==> src/rtl/max7219_receiver.sv <==
// Slave-side model of a chain of SIZE MAX7219 drivers: deserialises the sclk/mosi/cs stream,
// decodes the per-device address/data words and holds each device's register file.
module max7219_receiver #(
    parameter int unsigned SIZE = 2
) (
    input  logic                clk,
    input  logic                rst,
    input  logic                sclk,
    input  logic                mosi,
    input  logic                cs,
    output logic                dout,
    output logic [64*SIZE-1:0]  pixels,
    output logic [4*SIZE-1:0]   intensity,
    output logic [3*SIZE-1:0]   scan_limit,
    output logic [8*SIZE-1:0]   decode_mode,
    output logic [SIZE-1:0]     shutdown_n,
    output logic [SIZE-1:0]     display_test,
    output logic                update,
    output logic                frame_err
);

    localparam int unsigned FRAME_BITS = 16 * SIZE;
    localparam int unsigned CNT_W      = $clog2(FRAME_BITS + 2);
    localparam logic [CNT_W-1:0] CNT_FULL = CNT_W'(FRAME_BITS);
    localparam logic [CNT_W-1:0] CNT_SAT  = CNT_W'(FRAME_BITS + 1);

    // Synchronisers plus one history flop each for edge detection
    logic sclk_s1_q, sclk_s2_q, sclk_h_q;
    logic cs_s1_q, cs_s2_q, cs_h_q;
    logic mosi_s1_q, mosi_s2_q;

    logic sclk_rise;
    logic cs_rise;
    logic cs_fall;
    logic shift_en;

    logic [FRAME_BITS-1:0] shreg_q;
    logic [CNT_W-1:0]      cnt_q, cnt_d;

    logic [7:0] addr_w [SIZE];
    logic [7:0] data_w [SIZE];
    logic       frame_ok;

    always_ff @(posedge clk or posedge rst) begin
        if (rst) begin
            sclk_s1_q <= 1'b0;
            sclk_s2_q <= 1'b0;
            sclk_h_q  <= 1'b0;
            cs_s1_q   <= 1'b1;
            cs_s2_q   <= 1'b1;
            cs_h_q    <= 1'b1;
            mosi_s1_q <= 1'b0;
            mosi_s2_q <= 1'b0;
        end else begin
            sclk_s1_q <= sclk;
            sclk_s2_q <= sclk_s1_q;
            sclk_h_q  <= sclk_s2_q;
            cs_s1_q   <= cs;
            cs_s2_q   <= cs_s1_q;
            cs_h_q    <= cs_s2_q;
            mosi_s1_q <= mosi;
            mosi_s2_q <= mosi_s1_q;
        end
    end

    always_comb begin
        sclk_rise = sclk_s2_q & ~sclk_h_q;
        cs_rise   = cs_s2_q & ~cs_h_q;
        cs_fall   = ~cs_s2_q & cs_h_q;
        shift_en  = sclk_rise & ~cs_s2_q;
    end

    // Counter restarts on cs fall and saturates one past a full frame so overruns stay visible
    always_comb begin
        cnt_d = cnt_q;
        if (cs_fall) begin
            cnt_d = '0;
        end
        if (shift_en && (cnt_d != CNT_SAT)) begin
            cnt_d = cnt_d + 1'b1;
        end
    end

    always_ff @(posedge clk or posedge rst) begin
        if (rst) begin
            shreg_q <= '0;
            cnt_q   <= '0;
            dout    <= 1'b0;
        end else begin
            cnt_q <= cnt_d;
            if (shift_en) begin
                shreg_q <= {shreg_q[FRAME_BITS-2:0], mosi_s2_q};
                dout    <= shreg_q[FRAME_BITS-1];
            end
        end
    end

    // Device 0 owns the least-significant word, i.e. the last 16 bits shifted in
    always_comb begin
        for (int i = 0; i < int'(SIZE); i++) begin
            addr_w[i] = shreg_q[16*i+8 +: 8];
            data_w[i] = shreg_q[16*i +: 8];
        end
        frame_ok = cs_rise && (cnt_q == CNT_FULL);
    end

    always_ff @(posedge clk or posedge rst) begin
        if (rst) begin
            pixels       <= '0;
            intensity    <= '0;
            scan_limit   <= '0;
            decode_mode  <= '0;
            shutdown_n   <= '0;
            display_test <= '0;
            update       <= 1'b0;
            frame_err    <= 1'b0;
        end else begin
            update    <= frame_ok;
            frame_err <= cs_rise && !frame_ok;
            if (frame_ok) begin
                for (int i = 0; i < int'(SIZE); i++) begin
                    for (int k = 0; k < 8; k++) begin
                        if (addr_w[i] == 8'(k + 1)) begin
                            pixels[64*i+63-8*k -: 8] <= data_w[i];
                        end
                    end
                    case (addr_w[i])
                        8'h09:   decode_mode[8*i +: 8] <= data_w[i];
                        8'h0A:   intensity[4*i +: 4]   <= data_w[i][3:0];
                        8'h0B:   scan_limit[3*i +: 3]  <= data_w[i][2:0];
                        8'h0C:   shutdown_n[i]         <= data_w[i][0];
                        8'h0F:   display_test[i]       <= data_w[i][0];
                        default: ;
                    endcase
                end
            end
        end
    end

endmodule

==> config.mk <==
export PLATFORM = sky130hd
export DESIGN_NAME = max7219_receiver
export DESIGN_NICKNAME = d
export VERILOG_FILES = /design/src/rtl/max7219_receiver.sv
export SDC_FILE = /design/constraint.sdc
export NUM_CORES = 1
export LEC_CHECK = 0
export CORE_ASPECT_RATIO = 0.9
export CORE_MARGIN = 2
export CORE_UTILIZATION = 57
export CTS_BUF_LIST = sky130_fd_sc_hd__clkbuf_8
export DETAILED_ROUTE_END_ITERATION = 16
export PLACE_DENSITY_LB_ADDON = 0.3
export SYNTH_ARGS = -nofsm -noshare
export SYNTH_HDL_FRONTEND = slang
export SYNTH_SLANG_ARGS = --single-unit
==> constraint.sdc <==
create_clock -name clk -period 12.35 [get_ports clk]
set_input_delay 1.8525 -clock clk [delete_from_list [all_inputs] [get_ports clk]]
set_output_delay 1.8525 -clock clk [all_outputs]
set_load 0.02 [all_outputs]
### Word-level counts from Yosys, hierarchy flattened

Index checks and enable logic that the tools add are counted.

* output and inout port bits: 165
* logic and storage cells: 107
* register bits after elaboration: 211

* muxes and demuxes: 2
* reduce and logical (&&, ||, !) cells: 30
* equality and inequality tests: 28
* bitwise logic cells: 7
* $add $sub $neg: 1

Operators by type and width (count)
* $eq 8x4->1 const B: 12
* $eq 8x3->1 const B: 8
* $reduce_and 2->1: 26
* $eq 8x2->1 const B: 4
* $eq 8x1->1 const B: 2
* $mux 6: 2
* $add 6x1->6 const B: 1
* $eq 6x6->1 const B: 1
* $ne 6x6->1 const B: 1
* $and 1x1->1: 4
* $logic_and 1x1->1: 3
* $not 1->1: 3
* $logic_not 1->1: 1

### Logic depth before layout (Yosys ltp)

Gate-level depths: netlist of run 1.

* depth in word-level cells: 6
* gate-level depth with buffers: 6

### Worst setup path after synthesis of run 1

OpenSTA, ideal clock, no wires.

* kind: register -> output
* start point: register dout
* end point: output port dout
* slack: 10.072 ns
* stages on the path, launching flop included: 1
* arrival time: 0.425 ns
* path through: dfrtp_1

RTL lines
* from (decl): line 11 `output logic dout,`
* from (signal assigned): line 93 `dout <= shreg_q[FRAME_BITS-1];`

No word-level cell between the ends.

==> results of run 1 <==
==> how the worst max path moves through the flow <==
stage,from,end,cells past startpoint
floorplan,rst,cnt_q[0],1
global placement,rst,pixels[67],3
detailed placement,rst,mosi_s2_q,3
CTS,rst,mosi_s2_q,3
global route,rst,shreg_q[16],3
finish,rst,cnt_q[5],3
==> Yosys cell counts <==
| cell | count |
|---|---|
| sky130_fd_sc_hd__inv_1 | 3 |
| sky130_fd_sc_hd__or3_1 | 1 |
| sky130_fd_sc_hd__dfstp_2 | 3 |
| sky130_fd_sc_hd__nand2b_1 | 3 |
| sky130_fd_sc_hd__nor4_1 | 2 |
| sky130_fd_sc_hd__o21ai_0 | 3 |
| sky130_fd_sc_hd__nand2_1 | 105 |
| sky130_fd_sc_hd__nor4b_4 | 1 |
| sky130_fd_sc_hd__nand4_2 | 13 |
| sky130_fd_sc_hd__dfrtp_1 | 208 |
| sky130_fd_sc_hd__nor2b_1 | 1 |
| sky130_fd_sc_hd__a211o_1 | 1 |
| sky130_fd_sc_hd__mux2i_1 | 1 |
| sky130_fd_sc_hd__a311o_1 | 1 |
| sky130_fd_sc_hd__mux2_2 | 153 |
| sky130_fd_sc_hd__nor4_4 | 2 |
| sky130_fd_sc_hd__mux2_1 | 9 |
| sky130_fd_sc_hd__nor4b_1 | 12 |
| sky130_fd_sc_hd__nand4_1 | 10 |
| sky130_fd_sc_hd__nor2_1 | 2 |
| sky130_fd_sc_hd__o31ai_1 | 1 |
| sky130_fd_sc_hd__or3b_2 | 1 |
| sky130_fd_sc_hd__a21oi_1 | 5 |
| sky130_fd_sc_hd__or4_1 | 1 |
| sky130_fd_sc_hd__nand4_4 | 5 |
| sky130_fd_sc_hd__clkbuf_1 | 36 |
| sky130_fd_sc_hd__a2111o_1 | 1 |
| sky130_fd_sc_hd__buf_4 | 5 |
| sky130_fd_sc_hd__o211ai_1 | 1 |
| sky130_fd_sc_hd__ha_1 | 1 |
| sky130_fd_sc_hd__nor3b_1 | 1 |
| sky130_fd_sc_hd__buf_6 | 1 |
| sky130_fd_sc_hd__and4b_1 | 3 |
| sky130_fd_sc_hd__nor4bb_1 | 12 |
==> through the flow <==
step / setup WS, ps / total power [mW] / area [um2]
detailed placement: 8280 / 0.7824 / 10350
CTS: 8834 / 1.325 / 10970
floorplan: 4737 / 0.7624 / 8533
global placement: 8363 / 0.7776 / 10350
global route: 8560 / 1.367 / 10970
finish: 8911 / 1.315 / 10970
==> power by group through the flow <==
stage	Clock (mW)	Sequential, mW	Combinational, mW
after global routing	0.589	0.734	0.0436
after floorplan	0	0.719	0.0438
after global placement	0	0.742	0.0358
final	0.546	0.732	0.0375
after detailed placement	0	0.744	0.0384
after CTS	0.555	0.732	0.0385
==> cells in the final DEF (no fill, tap or decap), types with 2 or more instances in the layout <==
master,n
sky130_fd_sc_hd__nand4_2,13
sky130_fd_sc_hd__nand2b_1,3
sky130_fd_sc_hd__and4b_1,3
sky130_fd_sc_hd__nor4b_1,11
sky130_fd_sc_hd__dfstp_2,3
sky130_fd_sc_hd__nand4_4,5
sky130_fd_sc_hd__inv_1,20
sky130_fd_sc_hd__nor2_1,2
sky130_fd_sc_hd__buf_4,6
sky130_fd_sc_hd__nand2_1,105
sky130_fd_sc_hd__clkinvlp_4,2
sky130_fd_sc_hd__nor4bb_1,12
sky130_fd_sc_hd__nand4_1,10
sky130_fd_sc_hd__dfrtp_1,208
sky130_fd_sc_hd__mux2_2,153
sky130_fd_sc_hd__mux2_1,9
sky130_fd_sc_hd__clkdlybuf4s50_1,169
sky130_fd_sc_hd__nor4_4,2
sky130_fd_sc_hd__clkbuf_8,39
sky130_fd_sc_hd__a21oi_1,5
sky130_fd_sc_hd__o21ai_0,3
sky130_fd_sc_hd__nor4_1,2
==> routing by layer <==
| layer | wire length (um) | up-vias |
|---|---|---|
| li1 | - | 2487 |
| met1 | 8106 | 2909 |
| met2 | 9523 | 178 |
| met3 | 1305 | 34 |
| met4 | 364 | 0 |
| met5 | 0 | - |
==> final cells by class <==
type	instances	area share, %
Multi-Input combinational cell	352	27.94
Sequential cell	211	48.16
Clock inverter	20	0.7526
Inverter	3	0.1711
Timing Repair Buffer	175	15.83
Clock buffer	39	4.892
Tap cell	198	2.258
==> cell families after synthesis <==
family	count (synthesis)	synth area share [%]
compound gates	13	0.9970
fa+ha+maj	1	0.1466
buf+inv	45	2.287
flops	211	61.92
mux	163	21.50
simple gates	175	13.15
==> critical path, cell delays in order <==
cell and delay, ps:
sky130_fd_sc_hd__clkdlybuf4s50_1 490, sky130_fd_sc_hd__inv_8 640, sky130_fd_sc_hd__buf_4 880
==> state kept, by name (all words and copies together), names as in the netlist, 2 cells and up <==
| name | count |
|---|---|
| decode_mode | 16 |
| scan_limit | 6 |
| display_test | 2 |
| cnt_q | 6 |
| intensity | 8 |
| shutdown_n | 2 |
| shreg_q | 32 |
| pixels | 128 |
==> out/summary.log, run 1 <==
qor: outcome.run_status complete, no violations
qor: yosys.yosys_warnings 0
qor: worst_setup_path.ff2ff_path_depth 3
qor: final_layout.final.fill_count 869
qor: yosys.ys_seq_elements 211
qor: sta.hold-worst-slack 357.5 ps
qor: clock_tree.worst_skew_pair.late_latency 510 ps
qor: sta.max_freq 290.8 MHz
qor: sta.timing.final.crit_period 3439 ps
qor: final_layout.syn2layout_area_growth 28.58%
qor: worst_setup_path.setup.worst_path.end_class asynchronous set/reset pin
qor: routing.detail_route.vias_per_cell 5.619
qor: routing.wire_per_inst 19.34 um
qor: worst_hold_path.min_path_type reg -> reg
qor: clock_tree.clock_tree.buffer_depth 3
qor: worst_hold_path.hold_path_depth 0
qor: floorplanning.design.core.area 14660 um2
qor: final_layout.area_of_combinational_cells_with_multiple_inputs 3065 um2
qor: global_routing.grt_pass1_wl 31190 um
qor: clock_tree.number_of_buffers_inserted_by_post_cts_setup_repair 0
qor: global_routing.grtUsageMet2 40.12%
qor: worst_setup_path.r2r_start shreg_q[29]
qor: power.switchingPower 0.3168 mW
qor: sta.grt_setup_unrepaired false
qor: power.internal_power_contribution 0.9987 mW
qor: yosys.syn-instance-count 608
qor: power.power.leakage 5.394 nW
qor: worst_setup_path.worst-setup-path-type in -> async
qor: yosys.sequential_share_of_the_synthesized_area 61.92%
qor: worst_setup_path.critical_path.max_fanout 136
qor: final_layout.num_antenna_cells 0
qor: final_layout.num-nets-final 784
qor: global_routing.antenna_found_initial 0
qor: worst_setup_path.critical_path.startpoint_type primary input
qor: placed_design.placement.io_buffers 169
qor: clock_tree.clk_transition_reported_paths 60 ps
qor: global_routing.grtUsageMet1 33.41%
qor: sta.maxSlewViolCount 0
qor: power.powerDensity 119.9 nW/um2
qor: routing.first_pass_iters 4
qor: placed_design.dp.final_hpwl 12770 um
qor: routing.drc 0
qor: worst_setup_path.worst_r2r_endpoint pixels[67]
qor: worst_hold_path.timing.hold.worst.start sclk_s1_q
qor: floorplanning.width_of_the_chip 133.0 um
qor: yosys.synthDominantAreaCellType sky130_fd_sc_hd__dfrtp_1
qor: power.power.ir.vdd_worst 0.00007758 V
qor: sta.worstMarginPinSlew 931.2 ps
qor: final_layout.share_of_post_route_cells_with_drive_strength_above_1 28.50%
qor: final_layout.area.sequential 5284 um2
qor: clock_tree.ctsResizeCount 0
qor: final_layout.final_util 74.83%
qor: global_routing.grt_use_total 25.01%
qor: worst_hold_path.hold_path_end sclk_s2_q
qor: yosys.post_syn_nets 614
qor: yosys.synth_top_area_share 61.00%
qor: global_routing.globalRoute.totalOverflow 0
qor: yosys.count_of_unique_library_cells_instantiated_by_yosys 34
qor: power.power.switching_fraction 24.08%
qor: floorplanning.design.portCount 170
qor: yosys.synth_area_per_cell 14.03 um2
qor: worst_setup_path.regToRegSetupSlack 9960 ps
qor: clock_tree.clock_tree_from_tritoncts built
qor: power.clock_power_share 41.5%
qor: floorplanning.initial_utilization 58.20%
qor: sta.setup_viol_count_final 0
qor: global_routing.grt_max_degree 137
qor: clock_tree.numCtsBuffers 35
qor: clock_tree.hold_buffers 0
qor: floorplanning.floorplan.rows 42
qor: worst_setup_path.cp_data_arrival_time 3940 ps
qor: clock_tree.clock_sinks 211
qor: placed_design.placed_cells_incl_taps 939
qor: global_routing.globalRouteMet3Util 6.464%
qor: sta.worst_clock_skew 10.26 ps
qor: routing.routed_wl 19300 um
qor: yosys.netlist_area 8533 um2
qor: worst_setup_path.critPathRequiredTime 12850 ps
qor: job.max_cap_violations 0
qor: routing.detailedRoute.firstIterationViolations 371
qor: sta.totalNegativeSetupSlack 0 ps
qor: power.power.combinational.fraction 2.9%
qor: routing.route.vias.total 5608
qor: placed_design.gp_congestion 0.7696
qor: clock_tree.cts_root_buffer_type sky130_fd_sc_hd__clkbuf_8
qor: final_layout.post_layout_nonfiller_instances 998
qor: sta.period_share 27.85%
qor: floorplanning.die_area 15970 um2
qor: sta.slew-limit-headroom 37.45%
qor: global_routing.grt_most_used_layer met2
qor: routing.drtAntennaViolNets 0
qor: clock_tree.htreeDepth 2
qor: global_routing.first_global_vias 5899
qor: power.seq_power_share 55.7%
qor: yosys.synthTopCellsByArea sky130_fd_sc_hd__dfrtp_1 61%, sky130_fd_sc_hd__mux2_2 20%, sky130_fd_sc_hd__nand2_1 4.6%, sky130_fd_sc_hd__nand4_2 1.9%, sky130_fd_sc_hd__clkbuf_1 1.6%
qor: sta.timing.final.hold_violations 0
qor: floorplanning.floorplan.die.height 120.1 um
Power figures use the tool's default switching activity.
==> run 2, diff against run 1 <==
--- a/config.mk
+++ b/config.mk
@@ -7,7 +7,7 @@
 export LEC_CHECK = 0
 export CORE_ASPECT_RATIO = 0.9
 export CORE_MARGIN = 2
-export CORE_UTILIZATION = 57
+export CORE_UTILIZATION = 53
 export CTS_BUF_LIST = sky130_fd_sc_hd__clkbuf_8
 export DETAILED_ROUTE_END_ITERATION = 16
 export PLACE_DENSITY_LB_ADDON = 0.3
==> constraint.sdc (replaced) <==
create_clock -name clk -period 3.3 [get_ports clk]
set_input_delay 0.495 -clock clk [delete_from_list [all_inputs] [get_ports clk]]
set_output_delay 0.495 -clock clk [all_outputs]
set_load 0.02 [all_outputs]
==> run 2 against run 1 <==
  * Total power rose to 3.8 times the previous value
  * Cell count rose by 0.70%
  * Clock skew rose by 19 ps
  * Register-to-register slack got worse by 9000 ps
  * Non-clock buffer count rose by 1
  * Flip-flop and latch count did not move
  * Critical path type is now reg -> reg
  * Largest power group unchanged
==> out/summary.log, run 2 (synthesis results as in run 1) <==
qor: final_layout.num-nets-final 785
qor: clock_tree.clock_sinks 211
qor: sta.setup_viol_count_final 0
qor: final_layout.reg.largest.list pixels (128), shreg_q (32), decode_mode (16)
qor: clock_tree.worst_skew_pair.late_latency 490 ps
qor: clock_tree.htreeDepth 2
qor: placed_design.placement.io_buffers 169
qor: sta.maxSlewViolCount 0
qor: placed_design.dp.final_hpwl 13020 um
qor: final_layout.mostFrequentLayoutCell sky130_fd_sc_hd__dfrtp_1
qor: sta.worstMarginPinSlew 882.2 ps
qor: clock_tree.clock_tree_from_tritoncts built
qor: sta.totalNegativeSetupSlack 0 ps
qor: final_layout.area_of_combinational_cells_with_multiple_inputs 3065 um2
qor: sta.timing.final.hold_violations 0
qor: routing.drc 0
qor: final_layout.final_cell_mix 208 x sky130_fd_sc_hd__dfrtp_1, 169 x sky130_fd_sc_hd__clkdlybuf4s50_1, 153 x sky130_fd_sc_hd__mux2_2
qor: final_layout.share_of_post_route_cells_with_drive_strength_above_1 29.39%
qor: routing.first_pass_iters 4
qor: floorplanning.floorplan.rows 43
qor: sta.worst_clock_skew 29.34 ps
qor: floorplanning.width_of_the_chip 137.8 um
qor: worst_setup_path.cp_data_arrival_time 2700 ps
qor: power.power.ir.vdd_worst 0.0002694 V
qor: final_layout.largest_register_ff_count 128
qor: job.max_cap_violations 0
qor: final_layout.area.sequential 5284 um2
qor: global_routing.globalRoute.totalOverflow 0
qor: routing.drtAntennaViolNets 0
qor: outcome.run_status complete, no violations
qor: routing.wire_per_inst 19.50 um
qor: routing.detailedRoute.firstIterationViolations 370
qor: routing.routed_wl 19600 um
qor: clock_tree.hold_buffers 0
qor: worst_hold_path.min_path_type reg -> reg
qor: global_routing.grt_use_total 23.37%
qor: power.power.leakage 5.430 nW
qor: floorplanning.die_area 17130 um2
qor: worst_setup_path.setup.worst_path.end_class flop
qor: worst_setup_path.critical_path.max_fanout 13
qor: global_routing.antenna_found_initial 0
qor: floorplanning.initial_utilization 54.69%
qor: floorplanning.floorplan.die.height 124.4 um
qor: sta.timing.final.crit_period 2332 ps
qor: power.power.total 5.060 mW
qor: routing.route.vias.total 5537
qor: clock_tree.ctsResizeCount 0
qor: clock_tree.numCtsBuffers 35
qor: floorplanning.design.core.area 15600 um2
qor: global_routing.first_global_vias 5781
qor: sta.slew-limit-headroom 40.74%
qor: sta.grt_setup_unrepaired false
qor: worst_setup_path.critPathRequiredTime 3670 ps
qor: worst_setup_path.critical_path.startpoint_type flop
qor: power.powerDensity 457.1 nW/um2
qor: final_layout.largest_register pixels
qor: placed_design.gp_congestion 0.7776
qor: final_layout.num_antenna_cells 0
qor: clock_tree.clk_transition_reported_paths 60 ps
qor: clock_tree.cts_root_buffer_type sky130_fd_sc_hd__clkbuf_8
qor: global_routing.grt_max_degree 119
qor: clock_tree.clock_tree.buffer_depth 3
qor: routing.detail_route.vias_per_cell 5.509
qor: floorplanning.design.portCount 170
qor: global_routing.grt_pass1_wl 31310 um
qor: final_layout.syn2layout_area_growth 29.72%
qor: worst_setup_path.worst-setup-path-type reg -> reg
qor: final_layout.final.fill_count 1052
qor: sta.period_share 70.65%
qor: clock_tree.number_of_buffers_inserted_by_post_cts_setup_repair 0
qor: sta.max_freq 428.9 MHz
[run 2: cell count changes in the layout (fill, tap and decap cells not counted), moves of 2 or more]
cell,delta
sky130_fd_sc_hd__inv_1,-5
sky130_fd_sc_hd__clkbuf_8,+6
sky130_fd_sc_hd__clkinv_2,+3
sky130_fd_sc_hd__buf_12,+2
[run 2: cell type report]
| type | count | area share, % |
|---|---|---|
| sequential | 211 | 47.73 |
| inverter | 3 | 0.1356 |
| clock inverter | 16 | 0.5765 |
| multi-input combinational | 352 | 27.69 |
| timing repair buffer | 176 | 15.98 |
| tap | 202 | 2.283 |
| clock buffer | 45 | 5.595 |
[run 2: final timing paths]
path                                     to         from  depth (start not counted)  slack [ps]
max in group asynchronous         pixels[3]          rst                          3        2210
worst max-delay path             pixels[77]  shreg_q[29]                          3         970
worst max register to register   pixels[77]  shreg_q[29]                          3         970
worst min-delay path              mosi_s2_q    mosi_s1_q                          0         350
worst min register to register    mosi_s2_q    mosi_s1_q                          0         350
min in group asynchronous       pixels[126]          rst                          3         540
[run 2: metal layers]
layer / part of all wire, % / vias to the layer above / GRT usage, % / wire, um
li1: - / 2492 / - / -
met1: 43 / 2861 / 33.28 / 8480
met2: 49 / 150 / 36.55 / 9673
met3: 5.2 / 34 / 4.762 / 1023
met4: 2.1 / 0 / 6.903 / 421
met5: 0 / - / 0 / 0
[run 2: power by group]
part	leakage, nW	switching [mW]	total, mW	internal [mW]
clock	0.405	0.963	2.18	1.22
combinational	2.11	0.101	0.144	0.0434
sequential	2.92	0.113	2.73	2.62
[run 2: through the flow]
| step | cells | hold slack (ps) | cell area, um2 | util (%) | setup WS, ps |
|---|---|---|---|---|---|
| 2_1_floorplan | 608 | 331.2 | 8537 | - | 65.26 |
| 3_3_place_gp | 944 | 341.6 | 10390 | 66.57 | 1012 |
| 3_5_place_dp | 944 | 344.4 | 10390 | 66.57 | 945.0 |
| 4_1_cts | 1005 | 349.1 | 11070 | 70.95 | 955.4 |
| 5_1_grt | 1005 | 349.7 | 11070 | 70.95 | 815.1 |
| 6_report | 1005 | 346.5 | 11070 | 70.95 | 968.4 |
[run 2: critical path, stage by stage, from the launching register on]
cell                      delay (ps)
sky130_fd_sc_hd__dfrtp_1         420
sky130_fd_sc_hd__nor4_4          810
sky130_fd_sc_hd__nand4_2         560
sky130_fd_sc_hd__mux2_2          440
==> run 3, diff against run 2 <==
==> constraint.sdc (replaced) <==
create_clock -name clk -period 2.4 [get_ports clk]
set_input_delay 0.36 -clock clk [delete_from_list [all_inputs] [get_ports clk]]
set_output_delay 0.36 -clock clk [all_outputs]
set_load 0.02 [all_outputs]
==> run 3 against run 2 <==
  * Die area unchanged
  * Total power rose by 42%
  * Via count down 0.18%
  * Final area up 0.86%
  * Non-clock buffer count is 7 higher
  * Count of clock-buffer cells in the layout fell by 2
  * Clock power increased by 47%
  * Global-route usage is 0.25 points higher
  * Clock skew fell by 12 ps
  * Combinational power grew 58%
  * Core utilization grew 0.61 points
  * Register-to-register slack lost 700 ps
  * Critical path type unchanged
  * Highest routed layer unchanged
==> out/summary.log, run 3 (synthesis results as in run 1) <==
qor: outcome.run_status complete, no violations
qor: sta.max_freq 468.4 MHz
qor: clock_tree.numCtsBuffers 35
qor: placed_design.dp.final_hpwl 13120 um
qor: job.max_cap_violations 0
qor: power.clock_power_share 44.6%
qor: power.power.switching_fraction 23.26%
qor: floorplanning.design.portCount 170
qor: final_layout.reg.largest.list pixels (128), shreg_q (32), decode_mode (16)
qor: final_layout.share_of_post_route_cells_with_drive_strength_above_1 30.65%
qor: floorplanning.floorplan.rows 43
qor: clock_tree.worst_skew_pair.late_latency 500 ps
qor: global_routing.first_global_vias 5865
qor: final_layout.num-nets-final 792
qor: placed_design.place_worst_setup_slack 238.7 ps
qor: floorplanning.floorplan.die.height 124.4 um
qor: worst_setup_path.cp_data_arrival_time 2520 ps
qor: floorplanning.width_of_the_chip 137.8 um
qor: sta.grt_setup_unrepaired false
qor: power.power.ir.vdd_worst 0.0004680 V
qor: power.power.combinational.fraction 3.2%
qor: power.powerDensity 642.9 nW/um2
qor: routing.wire_per_inst 19.37 um
qor: clock_tree.cts_root_buffer_type sky130_fd_sc_hd__clkbuf_8
qor: global_routing.grt_max_degree 75
qor: placed_design.dpl_cell_area 10450 um2
qor: routing.routed_wl 19520 um
qor: final_layout.num_antenna_cells 0
qor: sta.slew-limit-headroom 61.87%
qor: final_layout.mostFrequentLayoutCell sky130_fd_sc_hd__dfrtp_1
qor: power.power.total 7.178 mW
qor: sta.timing.final.crit_period 2135 ps
qor: global_routing.globalRoute.totalOverflow 0
qor: final_layout.largest_register pixels
qor: worst_setup_path.critical_path.startpoint_type flop
qor: clock_tree.clock_tree_from_tritoncts built
qor: sta.timing.final.hold_violations 0
qor: clock_tree.clock_sinks 211
qor: final_layout.final_cell_mix 208 x sky130_fd_sc_hd__dfrtp_1, 169 x sky130_fd_sc_hd__clkdlybuf4s50_1, 153 x sky130_fd_sc_hd__mux2_2
qor: routing.drc 0
qor: worst_setup_path.timing.critical_path.slowest_stage_cell sky130_fd_sc_hd__dfstp_2
qor: global_routing.antenna_found_initial 0
qor: global_routing.grt_use_total 23.63%
qor: worst_setup_path.path_delay_family simple AND/OR/NAND/NOR gates
qor: sta.maxSlewViolCount 0
qor: clock_tree.ctsResizeCount 0
qor: sta.worst_clock_skew 17.30 ps
qor: sta.post-route-worst-setup-slack 265.2 ps
qor: routing.detailedRoute.firstIterationViolations 268
qor: floorplanning.design.core.area 15600 um2
qor: routing.drtAntennaViolNets 0
qor: worst_setup_path.critPathRequiredTime 2790 ps
qor: global_routing.grt_pass1_wl 31570 um
qor: power.switchingPower 1.669 mW
qor: clock_tree.hold_buffers 0
qor: floorplanning.initial_utilization 54.69%
qor: worst_hold_path.min_path_type in -> async
qor: worst_setup_path.timing.critical_path.buf_inv 1
qor: routing.first_pass_iters 4
qor: power.power.leakage 5.444 nW
qor: final_layout.largest_register_ff_count 128
qor: sta.hold-worst-slack 180.0 ps
qor: final_layout.final.fill_count 1066
qor: sta.period_share 88.95%
qor: routing.route.vias.total 5527
qor: sta.setup_viol_count_final 0
qor: routing.detail_route.vias_per_cell 5.483
qor: worst_setup_path.worst-setup-path-type reg -> reg
qor: worst_setup_path.cp_cell_sequence nor4b_2, buf_4, nand4_1, mux2_2
qor: placed_design.placement.io_buffers 169
qor: clock_tree.htreeDepth 2
qor: sta.totalNegativeSetupSlack 0 ps
qor: placed_design.gp_congestion 0.7636
qor: floorplanning.die_area 17130 um2
qor: clock_tree.number_of_buffers_inserted_by_post_cts_setup_repair 0
qor: clock_tree.clock_tree.buffer_depth 3
qor: worst_setup_path.setup.worst_path.end_class flop
qor: power.seq_power_share 52.3%
qor: worst_setup_path.crit_path_max_incr_delay 600 ps
qor: final_layout.post-route-cell-area 11160 um2
qor: final_layout.syn2layout_area_growth 30.84%
qor: power.internal_power_contribution 5.508 mW
qor: worst_setup_path.critical_path.max_fanout 9
qor: sta.worstMarginPinSlew 572.0 ps
qor: clock_tree.clk_transition_reported_paths 60 ps
==> run 3: cell types whose count changed in the layout (fill, tap and decap cells not counted) <==
cell	delta
sky130_fd_sc_hd__inv_1	-8
sky130_fd_sc_hd__clkinvlp_4	+3
sky130_fd_sc_hd__clkinv_2	+1
sky130_fd_sc_hd__bufinv_16	+2
sky130_fd_sc_hd__buf_4	+6
sky130_fd_sc_hd__clkbuf_8	-2
sky130_fd_sc_hd__buf_12	+1
==> run 3: path summary, 6_finish.rpt <==
check	from	endpoint	slack [ps]	cells past startpoint
setup / recovery	cs_s2_q	pixels[51]	270	4
max in group asynchronous	rst	pixels[72]	1550	3
min in group clk	cs	cs_s1_q	300	1
setup reg to reg	cs_s2_q	pixels[51]	270	4
hold / removal	rst	dout	180	2
hold reg to reg	mosi_s1_q	mosi_s2_q	360	0
==> run 3: final cells by class <==
type | instances | area, um2 | share of cell area (%)
Tap cell | 202 | 252.7 | 2.264
Clock inverter | 14 | 121.4 | 1.087
Multi-Input combinational cell | 352 | 3065 | 27.46
Inverter | 3 | 15.01 | 0.1345
Clock buffer | 43 | 591.8 | 5.301
Timing Repair Buffer | 183 | 1834 | 16.43
Sequential cell | 211 | 5284 | 47.33
==> run 3: per-stage QoR <==
step | std cells | utilization [%]
after floorplan | 608 | -
after global placement | 951 | 66.98
after detailed placement | 951 | 66.98
after CTS | 1008 | 71.56
after global routing | 1008 | 71.56
final | 1008 | 71.56
==> run 3: power by group through the flow <==
stage               combinational (mW)  clock, mW  sequential (mW)
CTS                              0.231       3.27             3.75
floorplan                        0.226          0             3.70
finish                           0.227       3.20             3.75
detailed placement               0.230          0             3.81
global route                     0.259       3.45             3.76
global placement                 0.217          0             3.80
==> run 3: per-layer routing <==
metal  share of wire (%)  global-route usage (%)  up-vias
li1                    -                       -     2505
met1                  43                   31.85     2836
met2                  49                   37.99      150
met3                 6.2                   5.779       36
met4                 2.0                   7.263        0
met5                   0                       0        -
==> run 3: worst reg2reg max path: stages (launching register included) <==
cell and delay [ps]:
sky130_fd_sc_hd__dfstp_2 600, sky130_fd_sc_hd__nor4b_2 260, sky130_fd_sc_hd__buf_4 280, sky130_fd_sc_hd__nand4_1 440, sky130_fd_sc_hd__mux2_2 440
